--- config.mk ---
export PLATFORM = sky130hd
export DESIGN_NAME = ps2_host_tx
export DESIGN_NICKNAME = d
export VERILOG_FILES = /design/src/rtl/ps2_host_tx_pkg.sv /design/src/rtl/ps2_sync_edge.sv /design/src/rtl/ps2_host_tx.sv
export SDC_FILE = /design/constraint.sdc
export NUM_CORES = 1
export LEC_CHECK = 0
export ABC_AREA = 1
export BUFFER_PORTS_ARGS = -buffer_cell sky130_fd_sc_hd__buf_2
export CAP_MARGIN = 20
export CORE_UTILIZATION = 40
export CTS_BUF_LIST = sky130_fd_sc_hd__clkbuf_16
export DETAILED_ROUTE_END_ITERATION = 10
export SETUP_SLACK_MARGIN = 0.1
export SLEW_MARGIN = 20
export SYNTH_ARGS = -nofsm -noshare
export SYNTH_HDL_FRONTEND = slang
export SYNTH_SLANG_ARGS = --single-unit
--- constraint.sdc ---
create_clock -name CLK -period 4.4 [get_ports CLK]
set_clock_uncertainty 0.05 [all_clocks]
set_input_delay 0.22 -clock CLK [delete_from_list [all_inputs] [get_ports CLK]]
set_output_delay 0.22 -clock CLK [all_outputs]
set_load 0.05 [all_outputs]
--- src/rtl/ps2_host_tx_pkg.sv ---
// Shared PS/2 definitions: transmitter state encoding, command/reply bytes and
// the microsecond-to-cycle conversion used to size the transmitter timers.
package ps2_host_tx_pkg;

    typedef enum logic [2:0] {
        ST_IDLE,
        ST_INHIBIT,
        ST_START,
        ST_WAIT_CLK,
        ST_SHIFT,
        ST_WAIT_IDLE,
        ST_ERR
    } ps2_tx_state_e;

    localparam logic [7:0] PS2_CMD_SET_LED = 8'hED;
    localparam logic [7:0] PS2_CMD_ENABLE  = 8'hF4;
    localparam logic [7:0] PS2_CMD_RESET   = 8'hFF;
    localparam logic [7:0] PS2_ACK         = 8'hFA;

    // Fall number at which the device's ACK is sampled.
    localparam logic [3:0] PS2_FALL_ACK = 4'd11;

    function automatic longint unsigned us_to_cycles(input int unsigned us,
                                                     input int unsigned hz);
        return (64'(us) * 64'(hz)) / 64'd1_000_000;
    endfunction

endpackage

--- src/rtl/ps2_sync_edge.sv ---
// Two-flop synchronizers for the PS/2 clock and data pads plus a one-cycle
// pulse on each falling edge of the synchronized clock.
module ps2_sync_edge (
    input  logic clk_i,
    input  logic rst_i,
    input  logic clk_pad_i,
    input  logic dat_pad_i,
    output logic clk_o,
    output logic dat_o,
    output logic clk_fall_o
);

    logic [1:0] clk_ff_q;
    logic [1:0] dat_ff_q;
    logic       clk_prev_q;

    // Reset to the idle-high line level so leaving reset never fakes a fall.
    always_ff @(posedge clk_i) begin
        if (rst_i) begin
            clk_ff_q   <= 2'b11;
            dat_ff_q   <= 2'b11;
            clk_prev_q <= 1'b1;
        end else begin
            clk_ff_q   <= {clk_ff_q[0], clk_pad_i};
            dat_ff_q   <= {dat_ff_q[0], dat_pad_i};
            clk_prev_q <= clk_ff_q[1];
        end
    end

    assign clk_o      = clk_ff_q[1];
    assign dat_o      = dat_ff_q[1];
    assign clk_fall_o = clk_prev_q & ~clk_ff_q[1];

endmodule

--- src/rtl/ps2_host_tx.sv ---
// PS/2 host-to-device command transmitter driving open-drain pads via output enables.
// Optional macro PS2_TX_RETRY_EN: retry a failed frame up to RETRY_MAX extra times.
module ps2_host_tx
    import ps2_host_tx_pkg::*;
#(
    parameter int unsigned CLK_FREQ_HZ = 100_000_000,
    parameter int unsigned INHIBIT_US  = 120,
    parameter int unsigned START_TO_US = 15000,
    parameter int unsigned XFER_TO_US  = 2000,
    parameter int unsigned RETRY_MAX   = 2
) (
    input  logic       CLK,
    input  logic       rst,
    input  logic [7:0] tx_data,
    input  logic       tx_valid,
    output logic       tx_ready,
    output logic       tx_busy,
    output logic       tx_done,
    output logic       tx_err,
    input  logic       ps2_clk_in,
    input  logic       ps2_dat_in,
    output logic       ps2_clk_oe,
    output logic       ps2_dat_oe
);

    localparam longint unsigned INH_CYC   = us_to_cycles(INHIBIT_US, CLK_FREQ_HZ);
    localparam longint unsigned START_CYC = us_to_cycles(START_TO_US, CLK_FREQ_HZ);
    localparam longint unsigned XFER_CYC  = us_to_cycles(XFER_TO_US, CLK_FREQ_HZ);
    localparam longint unsigned MAX_CYC   =
        (INH_CYC > START_CYC) ? ((INH_CYC > XFER_CYC) ? INH_CYC : XFER_CYC)
                              : ((START_CYC > XFER_CYC) ? START_CYC : XFER_CYC);
    localparam int TMR_W = $clog2(MAX_CYC + 64'd1);
    localparam logic [TMR_W-1:0] INH_LOAD   = TMR_W'(INH_CYC - 64'd1);
    localparam logic [TMR_W-1:0] START_LOAD = TMR_W'(START_CYC - 64'd1);
    localparam logic [TMR_W-1:0] XFER_LOAD  = TMR_W'(XFER_CYC - 64'd1);
    localparam int ATT_W = (RETRY_MAX < 1) ? 1 : $clog2(RETRY_MAX + 1);

`ifdef PS2_TX_RETRY_EN
    localparam bit RETRY_ON = 1'b1;
`else
    localparam bit RETRY_ON = 1'b0;
`endif

    ps2_tx_state_e    state_q, state_d;
    logic [8:0]       frame_q, frame_d;
    logic [3:0]       cnt_q, cnt_d;
    logic [TMR_W-1:0] timer_q, timer_d;
    logic [ATT_W-1:0] att_q, att_d;
    logic             clk_oe_q, clk_oe_d;
    logic             dat_oe_q, dat_oe_d;
    logic             done_q, done_d;
    logic             err_q, err_d;
    logic             clk_s, dat_s, clk_fall;
    logic             fail;
    logic             retry_ok;

    ps2_sync_edge u_sync (
        .clk_i      (CLK),
        .rst_i      (rst),
        .clk_pad_i  (ps2_clk_in),
        .dat_pad_i  (ps2_dat_in),
        .clk_o      (clk_s),
        .dat_o      (dat_s),
        .clk_fall_o (clk_fall)
    );

    assign retry_ok = RETRY_ON && (32'(att_q) < RETRY_MAX);

    always_ff @(posedge CLK) begin
        if (rst) begin
            state_q  <= ST_IDLE;
            frame_q  <= '0;
            cnt_q    <= '0;
            timer_q  <= '0;
            att_q    <= '0;
            clk_oe_q <= 1'b0;
            dat_oe_q <= 1'b0;
            done_q   <= 1'b0;
            err_q    <= 1'b0;
        end else begin
            state_q  <= state_d;
            frame_q  <= frame_d;
            cnt_q    <= cnt_d;
            timer_q  <= timer_d;
            att_q    <= att_d;
            clk_oe_q <= clk_oe_d;
            dat_oe_q <= dat_oe_d;
            done_q   <= done_d;
            err_q    <= err_d;
        end
    end

    always_comb begin
        state_d  = state_q;
        frame_d  = frame_q;
        cnt_d    = cnt_q;
        timer_d  = timer_q;
        att_d    = att_q;
        clk_oe_d = clk_oe_q;
        dat_oe_d = dat_oe_q;
        done_d   = 1'b0;
        err_d    = 1'b0;
        fail     = 1'b0;
        case (state_q)
            ST_IDLE: begin
                if (tx_valid) begin
                    frame_d  = {~^tx_data, tx_data};
                    state_d  = ST_INHIBIT;
                    clk_oe_d = 1'b1;
                    timer_d  = INH_LOAD;
                    cnt_d    = '0;
                    att_d    = '0;
                end
            end
            ST_INHIBIT: begin
                if (timer_q == '0) begin
                    state_d  = ST_START;
                    dat_oe_d = 1'b1;
                end else begin
                    timer_d = timer_q - TMR_W'(1);
                end
            end
            ST_START: begin
                clk_oe_d = 1'b0;
                state_d  = ST_WAIT_CLK;
                timer_d  = START_LOAD;
            end
            ST_WAIT_CLK: begin
                if (clk_fall) begin
                    cnt_d    = 4'd1;
                    dat_oe_d = ~frame_q[0];
                    timer_d  = XFER_LOAD;
                    state_d  = ST_SHIFT;
                end else if (timer_q == '0) begin
                    fail = 1'b1;
                end else begin
                    timer_d = timer_q - TMR_W'(1);
                end
            end
            ST_SHIFT: begin
                if (timer_q == '0) begin
                    fail = 1'b1;
                end else begin
                    timer_d = timer_q - TMR_W'(1);
                    if (clk_fall) begin
                        // cnt_q holds the falls already seen, so it also indexes the next bit.
                        cnt_d = (cnt_q >= PS2_FALL_ACK) ? PS2_FALL_ACK : cnt_q + 4'd1;
                        if (cnt_q <= 4'd8) begin
                            dat_oe_d = ~frame_q[cnt_q];
                        end else if (cnt_q == 4'd9) begin
                            dat_oe_d = 1'b0;
                        end else if (!dat_s) begin
                            state_d = ST_WAIT_IDLE;
                        end else begin
                            fail = 1'b1;
                        end
                    end
                end
            end
            ST_WAIT_IDLE: begin
                if (clk_s && dat_s) begin
                    state_d = ST_IDLE;
                    done_d  = 1'b1;
                end else if (timer_q == '0) begin
                    fail = 1'b1;
                end else begin
                    timer_d = timer_q - TMR_W'(1);
                end
            end
            ST_ERR: begin
                if (retry_ok) begin
                    att_d    = att_q + ATT_W'(1);
                    state_d  = ST_INHIBIT;
                    clk_oe_d = 1'b1;
                    timer_d  = INH_LOAD;
                    cnt_d    = '0;
                end else begin
                    state_d = ST_IDLE;
                end
            end
            default: state_d = ST_IDLE;
        endcase
        // Lines are released on entry to ERR, so tx_err coincides with both oe low.
        if (fail) begin
            state_d  = ST_ERR;
            clk_oe_d = 1'b0;
            dat_oe_d = 1'b0;
            err_d    = ~retry_ok;
        end
    end

    assign tx_ready   = (state_q == ST_IDLE);
    assign tx_busy    = (state_q != ST_IDLE);
    assign tx_done    = done_q;
    assign tx_err     = err_q;
    assign ps2_clk_oe = clk_oe_q;
    assign ps2_dat_oe = dat_oe_q;

endmodule

==> results of run 1 <==
-- worst max-delay path: stages (launching register included) --
cell,delay [ps]
dfxtp_1,500
inv_1,130
nand3_1,150
nor2_2,80
nor2_1,600
inv_1,180
nor2_2,210
o21ai_1,90
nand2_1,60
nand2_1,60
a21oi_2,100
-- stage by stage --
stage	area (um^2)	power (mW)	hold WS, ps	instances
after global placement	2830	1.64	345	494
after floorplan	2720	1.46	274	410
after detailed placement	2830	1.65	354	494
after global routing	3000	2.27	57.7	502
after CTS	3000	2.08	59.7	502
final	3000	2.07	64.9	502
-- cell usage after synthesis (all sizes together) (3+ instances only) --
| library cell | count | area share |
|---|---|---|
| clkbuf | 4 | 0.0055 |
| a211oi | 3 | 0.0083 |
| or2 | 6 | 0.014 |
| nand2 | 94 | 0.14 |
| dfxtp | 46 | 0.34 |
| o21ai | 41 | 0.078 |
| a21oi | 42 | 0.079 |
| o22ai | 3 | 0.0069 |
| nor3 | 9 | 0.023 |
| inv | 59 | 0.082 |
| ha | 4 | 0.018 |
| nand3 | 24 | 0.053 |
| nor2 | 49 | 0.082 |
| buf | 7 | 0.020 |
| nand4 | 4 | 0.0092 |
| xnor2 | 7 | 0.023 |
-- metal layers --
| layer | global-route usage | part of all wire |
|---|---|---|
| met4 | 0.0601 | 0.014 |
| met5 | 0 | 0 |
| met3 | 0.0295 | 0.037 |
| met1 | 0.256 | 0.49 |
| met2 | 0.326 | 0.46 |
-- cell families after synthesis --
family	count (synthesis)	share of synthesized area
buffers and inverters	70	0.107
DFF	46	0.339
adders and majority gates	4	0.0184
xor gates and xnor gates	9	0.0290
and+or+nand+nor	186	0.316
AOI/OAI and AO/OA	95	0.190
-- cells in the final DEF, fill, tap and decap left out, drive strengths merged --
cell type	n
nand2	94
inv	60
nor2	49
dfxtp	46
a21oi	42
o21ai	41
nand3	24
buf	18
nor3	9
xnor2	7
or2	6
clkbuf	5
nand4	4
ha	4
a211oi	3
o22ai	3
o21bai	2
xor2	2
o31ai	2
o211ai	1
a31oi	1
clkinvlp	1
bufinv	1
-- registers in the layout, indices dropped and copies added, names as in the netlist --
name and cells:
timer_q 21, state_q 3, tx_done 1, tx_err 1, cnt_q 4, frame_q 9, u_sync.dat_ff_q 2, u_sync.clk_ff_q 2
ps2_clk_oe 1, u_sync.clk_prev_q 1, ps2_dat_oe 1
-- power by group through the flow --
stage | Sequential [mW] | Clock [mW] | Combinational [mW]
floorplan | 0.636 | 0 | 0.822
global placement | 0.652 | 0 | 0.989
detailed placement | 0.653 | 0 | 0.994
CTS | 0.644 | 0.438 | 1.00
global route | 0.665 | 0.460 | 1.14
finish | 0.647 | 0.425 | 1.00
-- path summary, 6_finish.rpt --
path	cells past startpoint	to	from	slack, ps
max reg2reg	10	timer_q[20]	state_q[2]	2120
min	2	u_sync.dat_ff_q[0]	ps2_dat_in	60
max	10	timer_q[20]	state_q[2]	2120
min reg2reg	1	u_sync.dat_ff_q[1]	u_sync.dat_ff_q[0]	360
-- layout make-up --
type                       instances  area (um^2)
multi-input combinational        294         1500
inverter                          59          221
clock inverter                     3         41.3
fill                             691         3460
clock buffer                       5          125
sequential                        46          921
timing repair buffer              18         90.1
tap                               77         96.3
==> metrics, run 1 <==
status=complete, no violations; library cells used by synthesis=36; CP Data Arrival Time=2450 ps; setup TNS=0 ps; clock network power share=0.205; max cap viols=0; Clock Sinks=46; count of flip-flops with a built-in enable after synthesis=0; Root Driver=clkbuf_16; Final Hold Fails=0; max-slew violations=0; HP Class=input port to register; internal power=1.11 mW; Ant. Diodes=0; post-place setup slack=2160 ps; Reg clk slew, reported paths=60 ps; largest net degree at the start of global routing=28; synth warn=0; Sw Share=0.462; Detail Route Antenna Nets=0; initial antenna violation count=0; PnR worst setup slack=2120 ps; DIE HEIGHT=84.4 um; DR WL/cell=12.8 um; fin crit share=0.518; Placer Congestion=0.838; First DRT Iteration DRCs=175; Max FO, Critical Path=11; dpl hpwl=4.60 mm; FP Rows=29; buffers added on ports=18; Via-to-Cell Ratio=5.07; Tot GR Track Use=0.194; Worst Setup Path Type=register to register; CTS Buf Count=5; Synth Flop Type=dfxtp_1; vias in the first global route=2,373; ys async rst share=0; CTS H-tree lvls=2; via count=2,545; Least-Margin Pin Slew=775 ps; Clock Latency Late Sink=290 ps; Ports=19; layout cells sized above 1=0.139; Worst Path Required=4570 ps; initial core utilization=0.421; Mapped Area=2720 um^2; Gate power share=0.483; synthesized flop and latch total=46; fin util=0.464; die width=84.4 um; VDD IR-drop max=0.289 mV; Lkg Pwr=1.37 nW; Max Freq=0.439 GHz; RSZ-0062 raised after global routing=false; PwrDens=691 nW/um^2; Max Root-Sink Buffers=2; CP Capture Type=register; first-pass GRT wire length=11.0 mm; Post CTS Setup Buffer Count=0; Die Area=7120 um^2; Slew HR=0.481; layout net count=441; Seq pwr share=0.312; gr ovfl total=0; Worst setup SP type=register; Final Critical Period=2280 ps; CTS tree=done; DR pass1 iterations=4; CTS resizes=0; Residual DRC=0; Final Setup Violations=0; Core ar.=6460 um^2; hold_buf cts=0; area delta synth->final=10.4%; sequential area share after synthesis=0.339; net count after synthesis=427; NetSw=959 uW; WL final=6.44 mm; Synth Instances=410; Avg Inst Size Synth=6.63 um^2
No activity file was read; power rests on OpenSTA's default activity.
==> run 2, diff against run 1 <==
--- a/config.mk
+++ b/config.mk
@@ -5,7 +5,7 @@
 export SDC_FILE = /design/constraint.sdc
 export NUM_CORES = 1
 export LEC_CHECK = 0
-export ABC_AREA = 1
+export ABC_AREA = 0
 export BUFFER_PORTS_ARGS = -buffer_cell sky130_fd_sc_hd__buf_2
 export CAP_MARGIN = 20
 export CORE_UTILIZATION = 40
==> constraint.sdc (replaced) <==
create_clock -name CLK -period 2.1 [get_ports CLK]
set_clock_uncertainty 0.05 [all_clocks]
set_input_delay 0.105 -clock CLK [delete_from_list [all_inputs] [get_ports CLK]]
set_output_delay 0.105 -clock CLK [all_outputs]
set_load 0.05 [all_outputs]
==> run 2 against run 1 <==
  * The flow now finishes with violations (negative setup slack)
  * Worst hold slack worse by 41 ps
  * Clock-buffer cell count stayed put
  * Wire length is 20% higher
  * Via count is 7.2% higher
  * Final area is 15% higher
  * Clock power is 81% higher
  * Register-to-register slack worse by 2200 ps
  * Highest routed layer unchanged
==> metrics, run 2 <==
fin crit share=1.02; Max Freq=0.466 GHz; Slew HR=0.383; failing checks=negative setup slack; FILL cells=592; RSZ-0062 raised after global routing=true; internal power=1.67 mW; HP Class=input port to register; vias in the first global route=2,498; Root Driver=clkbuf_16; Worst Setup Path Type=register to register; Max Root-Sink Buffers=2; leading cell types in the layout, fill and taps excluded=dfxtp_1 (42), buf_4 (40), nand2_1 (39), a21oi_1 (29); net count after synthesis=348; CP Capture Type=register; total power=2.43 mW; Final Critical Period=2150 ps; xor and xnor fraction of the mapped netlist area=0.0267; initial core utilization=0.414; Least-Margin Pin Slew=919 ps; NetSw=759 uW; simple-gate share of the synthesized area=0.279; synth cell count leaders=dfxtp_1 (46), nand2_1 (39), a21oi_1 (32); dpl hpwl=5.21 mm; Avg Inst Size Synth=7.94 um^2; Lkg Pwr=1.29 nW; cell chain of the critical path=or3_4 > or4_4 > or3_4 > o31ai_2 > nand2_1 > a21oi_1; layout cells sized above 1=0.312; clock network power share=0.317; commonest non-fill, non-tap cell in the layout=dfxtp_1; Via-to-Cell Ratio=5.91; mux contribution to synthesized area=0.0209; count of flip-flops with a built-in enable after synthesis=0; Adder-Cell Fraction of Synth Area=0.0190; Core ar.=6350 um^2; First DRT Iteration DRCs=200; ys async rst share=0; buffers added on ports=18; Worst setup SP type=register; initial antenna violation count=0; Die Area=6900 um^2; largest family of logic cells by synthesized area=simple AND/OR/NAND/NOR gates; fin cells=462; Worst Path Required=2270 ps; layout net count=402; Gate power share=0.274; area delta synth->final=31.3%; dominant cell type by area after synthesis=dfxtp_1; PnR worst setup slack=-48.0 ps; most flop-heavy register=timer_q; Final Setup Violations=4; synth warn=0; Clock Latency Late Sink=290 ps; Critical path origin=timer_q[10]; Ports=19; Residual DRC=0; VDD IR-drop max=0.433 mV; hold depth=3; share of the synthesized area in the top cell type=0.350; sequential area share after synthesis=0.350; max FFs per register=21; Synth area leaders=dfxtp_1 (35%), a21oi_1 (6.1%), nand2_1 (5.6%), o21ai_0 (3.6%), a31oi_1 (3.1%); worst reg2reg path depth=6; die width=83.1 um; DR pass1 iterations=4; DR WL/cell=16.7 um; gr ovfl total=0; Ant. Diodes=0; largest net degree at the start of global routing=41; CTS tree=done; Final Hold Fails=0; status=complete, but fails checks; max-slew violations=0; Top cell by count, worst path=or3_4; WL final=7.73 mm; placed insts=445; CTS Buf Count=5; Tot GR Track Use=0.214; Placer Congestion=0.829; via count=2,729; Max FO, Critical Path=5; FP Rows=29; PwrDens=703 nW/um^2; library cells used by synthesis=60; Max stage delay on crit path=480 ps; Reg clk slew, reported paths=70 ps; Mapped Area=2630 um^2; DIE HEIGHT=83.1 um; first-pass GRT wire length=12.1 mm; Synth Flop Type=dfxtp_1; synthesized flop and latch total=46; Detail Route Antenna Nets=0; Synth Instances=331; largest registers=timer_q x21, frame_q x9, cnt_q x4; Seq pwr share=0.409; CP Data Arrival Time=2310 ps; critical path's slowest cell=or4_4; count leader, synth=dfxtp_1; Sw Share=0.313; r2r startpoint=timer_q[10]; CTS H-tree lvls=2; Clock Sinks=46; max cap viols=0; hold path startpoint=tx_data[1]; post-synthesis compound-gate area fraction=0.257
-- run 2: changes by cell type in the layout (fill, tap and decap cells not counted), sizes merged, moves of 12 or more --
| cell | previous run | this run |
|---|---|---|
| nand2 | 94 | 39 |
| inv | 60 | 10 |
| buf | 18 | 64 |
| nor2 | 49 | 21 |
| o21ai | 41 | 22 |
| nand3 | 24 | 11 |
| a31oi | 1 | 13 |
-- run 2: logic make-up after synthesis --
| family | Yosys count |
|---|---|
| and+or+nand+nor | 135 |
| AOI/OAI and AO/OA | 104 |
| DFF | 46 |
| buffers and inverters | 30 |
| xor gates and xnor gates | 8 |
| muxes | 4 |
| adders and majority gates | 4 |
-- run 2: repair_timing --
action,4_1_cts,5_1_grt
endpoints found under the hold margin,2,0
setup buffers,3,5
pin swaps,1,20
hold buffers,2,0
setup endpoints to repair,11,35
gates resized for setup,5,30
-- run 2: final cells by class --
| cell class | count | area (um^2) | area share |
|---|---|---|---|
| Multi-Input combinational cell | 255 | 1750 | 0.506 |
| Clock inverter | 2 | 10.0 | 0.00290 |
| Sequential cell | 46 | 926 | 0.268 |
| Timing Repair Buffer | 66 | 504 | 0.146 |
| Inverter | 11 | 45.0 | 0.0130 |
| Tap cell | 77 | 96.3 | 0.0279 |
| Clock buffer | 5 | 125 | 0.0362 |
-- run 2: stage by stage --
step                hold WS [ps]  area, um^2   util  setup TNS [ps]  setup slack [ps]
finish                      23.8        3450  0.544           -81.0             -48.0
CTS                         22.9        3290  0.517               0              7.52
detailed placement           245        3090  0.486           -39.7             -39.7
global placement             242        3090  0.486               0              3.36
global route                28.9        3450  0.544            -595              -130
floorplan                    159        2680      -               0              21.3
-- run 2: worst paths after layout --
| kind | end | slack, ps |
|---|---|---|
| setup reg to reg | timer_q[17] | -50 |
| hold / removal | frame_q[1] | 20 |
| hold reg to reg | u_sync.clk_ff_q[1] | 360 |
| setup / recovery | timer_q[17] | -50 |
-- run 2: worst max-delay path: cells and delay by family, from the launching register on --
family	cells	cell delay, ps
DFF	1	320
AOI/OAI and AO/OA	2	330
and+or+nand+nor	4	1370
-- run 2: power by group through the flow --
stage | sequential (mW) | clock (mW) | combinational, mW
after floorplan | 0.993 | 0 | 0.379
after global placement | 1.00 | 0 | 0.571
after detailed placement | 1.01 | 0 | 0.574
after CTS | 0.987 | 0.782 | 0.600
after global routing | 1.00 | 0.812 | 0.713
final | 0.992 | 0.770 | 0.664
-- run 2: routing by layer --
layer | part of all wire | up-vias | track usage
met1 | 0.46 | 1316 | 0.288
met5 | 0 | - | 0
met2 | 0.48 | 69 | 0.361
met4 | 0.010 | 0 | 0.0533
li1 | - | 1336 | -
met3 | 0.055 | 8 | 0.0298
